--- src/rtl/qq_chain.sv ---
// qq_chain: single-cycle quick queue built from one register array of NODES*D slots.
// MODE=0 keeps the slots sorted by key (data[W-1:W-KW]) with the smallest key at slot 0.
// Entries with equal keys stay in arrival order. MODE=1 keeps plain arrival order (FIFO).
// Valid entries always occupy the prefix slot[0..count-1], so the valid bits are count-derived.
// Optional macro QQ_STATS_EN adds drop_cnt (saturating ovf count) and hwm (count high-water mark).
module qq_chain #(
  parameter  int W     = 32,
  parameter  int KW    = 8,
  parameter  int NODES = 2,
  parameter  int D     = 4,
  parameter  int MODE  = 0,
  localparam int CAP   = NODES * D,
  localparam int CW    = $clog2(CAP + 1)
) (
  input  logic          clk,
  input  logic          rst,
  input  logic          flush,
  input  logic          enq,
  input  logic          deq,
  input  logic [W-1:0]  data_i,
  output logic [W-1:0]  data_o,
  output logic [CW-1:0] count,
  output logic          full,
  output logic          empty,
  output logic          rdy,
  output logic          ovf,
  output logic          udf
`ifdef QQ_STATS_EN
  ,
  output logic [15:0]   drop_cnt,
  output logic [CW-1:0] hwm
`endif
);

  logic [CAP-1:0][W-1:0] slot, src, nxt;
  logic [CW-1:0]         cnt_s, cnt_n, p;
  logic                  do_deq, do_enq;
  logic [KW-1:0]         knew;

  assign knew   = data_i[W-1:W-KW];
  assign empty  = (count == '0);
  assign full   = (count == CW'(CAP));
  assign rdy    = !full || deq;
  // A deq on a full queue frees the slot the simultaneous enq needs.
  assign do_deq = deq && !empty;
  assign do_enq = enq && (!full || do_deq);
  // Occupancy after the (optional) head removal, then after the (optional) insert.
  assign cnt_s  = do_deq ? count - CW'(1) : count;
  assign cnt_n  = cnt_s + CW'(do_enq);

  // Insert position over the post-dequeue array: count of valid keys <= new key (priority) or tail (FIFO).
  always_comb begin
    p = '0;
    if (MODE == 1) begin
      p = cnt_s;
    end else begin
      for (int i = 0; i < CAP; i++)
        if ((CW'(i) < cnt_s) && (src[i][W-1:W-KW] <= knew)) p = p + CW'(1);
    end
  end

  // Per-slot datapath: optional left shift for deq, then right shift above the insert point.
  for (genvar i = 0; i < CAP; i++) begin : g_slot
    if (i == CAP - 1) begin : g_last
      assign src[i] = do_deq ? '0 : slot[i];
    end else begin : g_mid
      assign src[i] = do_deq ? slot[i+1] : slot[i];
    end
    if (i == 0) begin : g_head
      assign nxt[i] = (do_enq && (p == '0)) ? data_i : src[i];
    end else begin : g_tail
      assign nxt[i] = (!do_enq || (CW'(i) < p)) ? src[i] :
                      (CW'(i) == p)             ? data_i : src[i-1];
    end
  end

  // Slot payloads need no reset: only the count-defined prefix is ever observed.
  always_ff @(posedge clk) begin
    slot <= nxt;
  end

  // Occupancy, registered head and error pulses; flush clears like reset.
  always_ff @(posedge clk) begin
    if (!rst || flush) begin
      count  <= '0;
      data_o <= '0;
      ovf    <= 1'b0;
      udf    <= 1'b0;
    end else begin
      count <= cnt_n;
      if (cnt_n != '0) data_o <= nxt[0];
      ovf <= enq && !do_enq;
      udf <= deq && empty;
    end
  end

`ifdef QQ_STATS_EN
  // Drop counter saturates; hwm trails count by one cycle.
  always_ff @(posedge clk) begin
    if (!rst || flush) begin
      drop_cnt <= '0;
      hwm      <= '0;
    end else begin
      if (enq && !do_enq && (drop_cnt != 16'hFFFF)) drop_cnt <= drop_cnt + 16'd1;
      if (count > hwm) hwm <= count;
    end
  end
`endif

endmodule

--- config.mk ---
export PLATFORM = sky130hd
export DESIGN_NAME = qq_chain
export DESIGN_NICKNAME = d
export VERILOG_FILES = /design/src/rtl/qq_chain.sv
export SDC_FILE = /design/constraint.sdc
export NUM_CORES = 1
export LEC_CHECK = 0
export ABC_AREA = 1
export ABC_CLOCK_PERIOD_IN_PS = 13750
export CAP_MARGIN = 20
export CORE_MARGIN = 5
export CORE_UTILIZATION = 40
export DETAILED_ROUTE_END_ITERATION = 8
export SYNTH_ARGS = -nofsm -noshare
export SYNTH_HDL_FRONTEND = slang
export SYNTH_SLANG_ARGS = --single-unit
export TNS_END_PERCENT = 5
--- constraint.sdc ---
create_clock -name clk -period 13.75 [get_ports clk]
set_input_delay 2.75 -clock clk [delete_from_list [all_inputs] [get_ports clk]]
set_output_delay 2.75 -clock clk [all_outputs]
set_load 0.05 [all_outputs]
==> results.md <==
* Post-CTS Resized at 0
* Synth cell count leaders: 907 x nand2_1, 270 x dfxtp_1, 250 x inv_1
* P_int at 2.595 mW
* RSZ-0062 raised after global routing: false
* Largest net degree at the start of global routing at 112
* Dpl cells at 3248
* Switching pwr at 2.137 mW
* Leakage power at 10.33 nW
* Multi-input logic area at 10000 sq um
* Initial antenna violation count at 0
* Ant. Diodes at 0
* Mapped Area at 17760 sq um
* Total GRT Usage at 0.2284
* Hold_buf cts at 0
* CP max FO at 111
* Worst-path cell with the longest stage delay: nor2_4
* Synth Instances at 2709
* Filler instances at 4601
* Final setup fails at 0
* Setup CP Type: in2reg
* Crit-path most repeated cell: nand2_1
* Register area share after synthesis at 0.3448
* YS warnings at 0
* DR vias/cell at 5.187
* Avg WL per Cell at 17.11 um
* Yosys top cell by area: dfxtp_1
* Num ports at 78
* Slew at the pin closest to its max-slew limit at 1117 ps
* Ys flop type: dfxtp_1
* Clk pwr share at 0.197
* Flop pwr share at 0.299
* I/O Buffers at 77
* DRC marker count from the first detailed-route iteration at 1586
* Crit path launch type: primary input
* Fmax at 0.08733 GHz
* Inserted Clock Buffers at 36
* Post-synth EDFFs at 24
* H-tree depth at 2
* Clock buffer depth at 3
* Crit. End Element: flip-flop
* Hpwl dp at 36920 um
* Max-slew violations at 0
* Final period util at 0.8328
* Initial Utilization at 0.4026
* DRC viols at 0
* Async set-or-reset flop fraction in the synthesized netlist at 0
* Top cells by area, synth: dfxtp_1 30%, nand2_1 19%, o21ai_0 6.0%, nand3_1 5.4%, inv_1 5.3%
* CP required at 14170 ps
* Data arrival, critical path at 11870 ps
* Library cells used by synthesis at 43
* First-pass DRT Iterations at 5
* Slowest Stage Delay on Critical Path at 900 ps
* R2r setup slk at 4400 ps
* Worst Hold Class: reg2reg
* DRT antenna net count at 0
* Core area at 44120 sq um
* Minimum clock period at 11450 ps
* FP Rows at 77
* Area growth, synth to finish at 12.71%
* Max_cap viols at 0
* Peak VDD IR at 0.0001357 V
* Combinational share of power at 0.503
* PD cells at 236.4 nW/um^2
* Root Driver: clkbuf_16
* First-pass GRT wire length at 89890 um
* Share of post-route cells with drive strength above 1 at 0.06471
* Setup TNS at 0 ps
* Final #Nets at 2807
* #FFs+latches synth at 294
* CTS tree: done
* Post-synth top area share at 0.3043
* Count leader, synth: nand2_1
* Via total after detailed routing at 17.18k
* Sw frac at 0.4516
* Post-Route WL at 56670 um
* Final hold violations at 0
* Die W at 220.7 um
* Placer Congestion at 0.8919
* Sequential standard cell area at 6126 sq um
* Die height at 220.7 um
* DIE AREA at 48730 sq um
* Clock Latency Late Sink at 550 ps
* Status: completed
* Slew headroom at 0.2537
* Non-Filler Instances at 3312
* Post-CTS Setup Bufs at 0
* Vias in the first global route at 15.97k
* Synthesized area per cell at 6.558 sq um
* Syn nets at 2820
* Grt ovf at 0
* Clock skew at 27.88 ps
* Sink Count at 294
* CTS clk-pin slew, worst paths at 60 ps
==> cell usage in the layout, fill, tap and decap left out, types with 4 or more instances in the layout <==
cell type | Yosys | routed
o21ai_0 | 213 | 213
nand2_1 | 907 | 907
nor2_1 | 204 | 202
edfxtp_1 | 24 | 24
o22ai_1 | 20 | 20
nor2_2 | 5 | 4
clkbuf_8 | 0 | 9
ha_1 | 74 | 74
nand4_1 | 37 | 37
inv_2 | 12 | 12
dfxtp_1 | 270 | 270
buf_4 | 8 | 22
or2_0 | 16 | 16
or2_1 | 26 | 26
clkdlybuf4s50_1 | 0 | 77
o2111ai_1 | 7 | 7
nand2_2 | 10 | 9
clkbuf_1 | 84 | 9
a21oi_1 | 59 | 59
clkbuf_16 | 0 | 37
or2_2 | 51 | 51
nor2_4 | 5 | 8
a21oi_4 | 2 | 4
inv_1 | 250 | 250
mux2i_1 | 77 | 77
nand3_2 | 4 | 4
o21ai_1 | 66 | 66
nand3_1 | 190 | 190
==> critical path: cells and delay by family <==
kind / cells / cell delay (ps)
compound gates: 6 / 760
xor+xnor: 2 / 600
fa+ha+maj: 6 / 1540
buf+inv: 8 / 2570
simple gates: 18 / 3590
==> power groups by stage <==
stage          combinational (mW)  sequential (mW)  clock, mW
3_3_place_gp                 2.26             1.42          0
6_report                     2.38             1.42      0.934
5_1_grt                      2.72             1.45      0.984
3_5_place_dp                 2.32             1.42          0
2_1_floorplan                1.71             1.43          0
4_1_cts                      2.34             1.41      0.950
==> state kept, by name (all words and copies together), names as in the netlist <==
| register | cells |
|---|---|
| udf | 1 |
| count | 4 |
| data_o | 32 |
| ovf | 1 |
| slot | 256 |
==> path summary, 6_finish.rpt <==
| path | from | end | cells past startpoint |
|---|---|---|---|
| max | deq | slot[150]$_DFF_P_ | 40 |
| max reg2reg | count[0]$_SDFF_PP0_ | slot[150]$_DFF_P_ | 42 |
| min | slot[255]$_DFF_P_ | slot[255]$_DFF_P_ | 2 |
| min reg2reg | slot[255]$_DFF_P_ | slot[255]$_DFF_P_ | 2 |
==> logic make-up (layout without fill, tap and decap cells) <==
| group | after synthesis | in the layout | synth area share |
|---|---|---|---|
| compound gates | 380 | 380 | 0.1134 |
| flops | 294 | 294 | 0.3448 |
| xor+xnor | 5 | 5 | 0.003522 |
| simple gates | 1463 | 1463 | 0.3479 |
| buf+inv | 416 | 427 | 0.09487 |
| fa+ha+maj | 74 | 74 | 0.05212 |
| mux | 77 | 77 | 0.04339 |
==> per-layer routing <==
metal	track usage	vias up	wire (um)
li1	-	8672	-
met4	0.05892	0	1180
met5	0	-	0
met3	0.03434	91	3891
met1	0.3469	7812	27990
met2	0.3379	603	23610
==> final cells by class <==
class	count	share of cell area
clock buffers	55	0.05412
multi-input cells	1999	0.4996
well taps	592	0.03700
flip-flops and latches	294	0.3060
inverters	262	0.04912
repair buffers	103	0.05149
clock inverters	7	0.002750
==> per-stage QoR <==
step | setup slack, ps | hold slack (ps) | utilization | power, mW | area [sq um]
finish | 2299 | 506.6 | 0.4538 | 4.732 | 20020
global route | 1696 | 533.4 | 0.4538 | 5.148 | 20020
global placement | 1891 | 490.1 | 0.4258 | 3.674 | 18790
detailed placement | 1699 | 499.0 | 0.4269 | 3.742 | 18840
floorplan | 4856 | 461.4 | - | 3.141 | 17760
CTS | 2263 | 506.0 | 0.4527 | 4.695 | 19970
(Power assumes the default switching activity.)
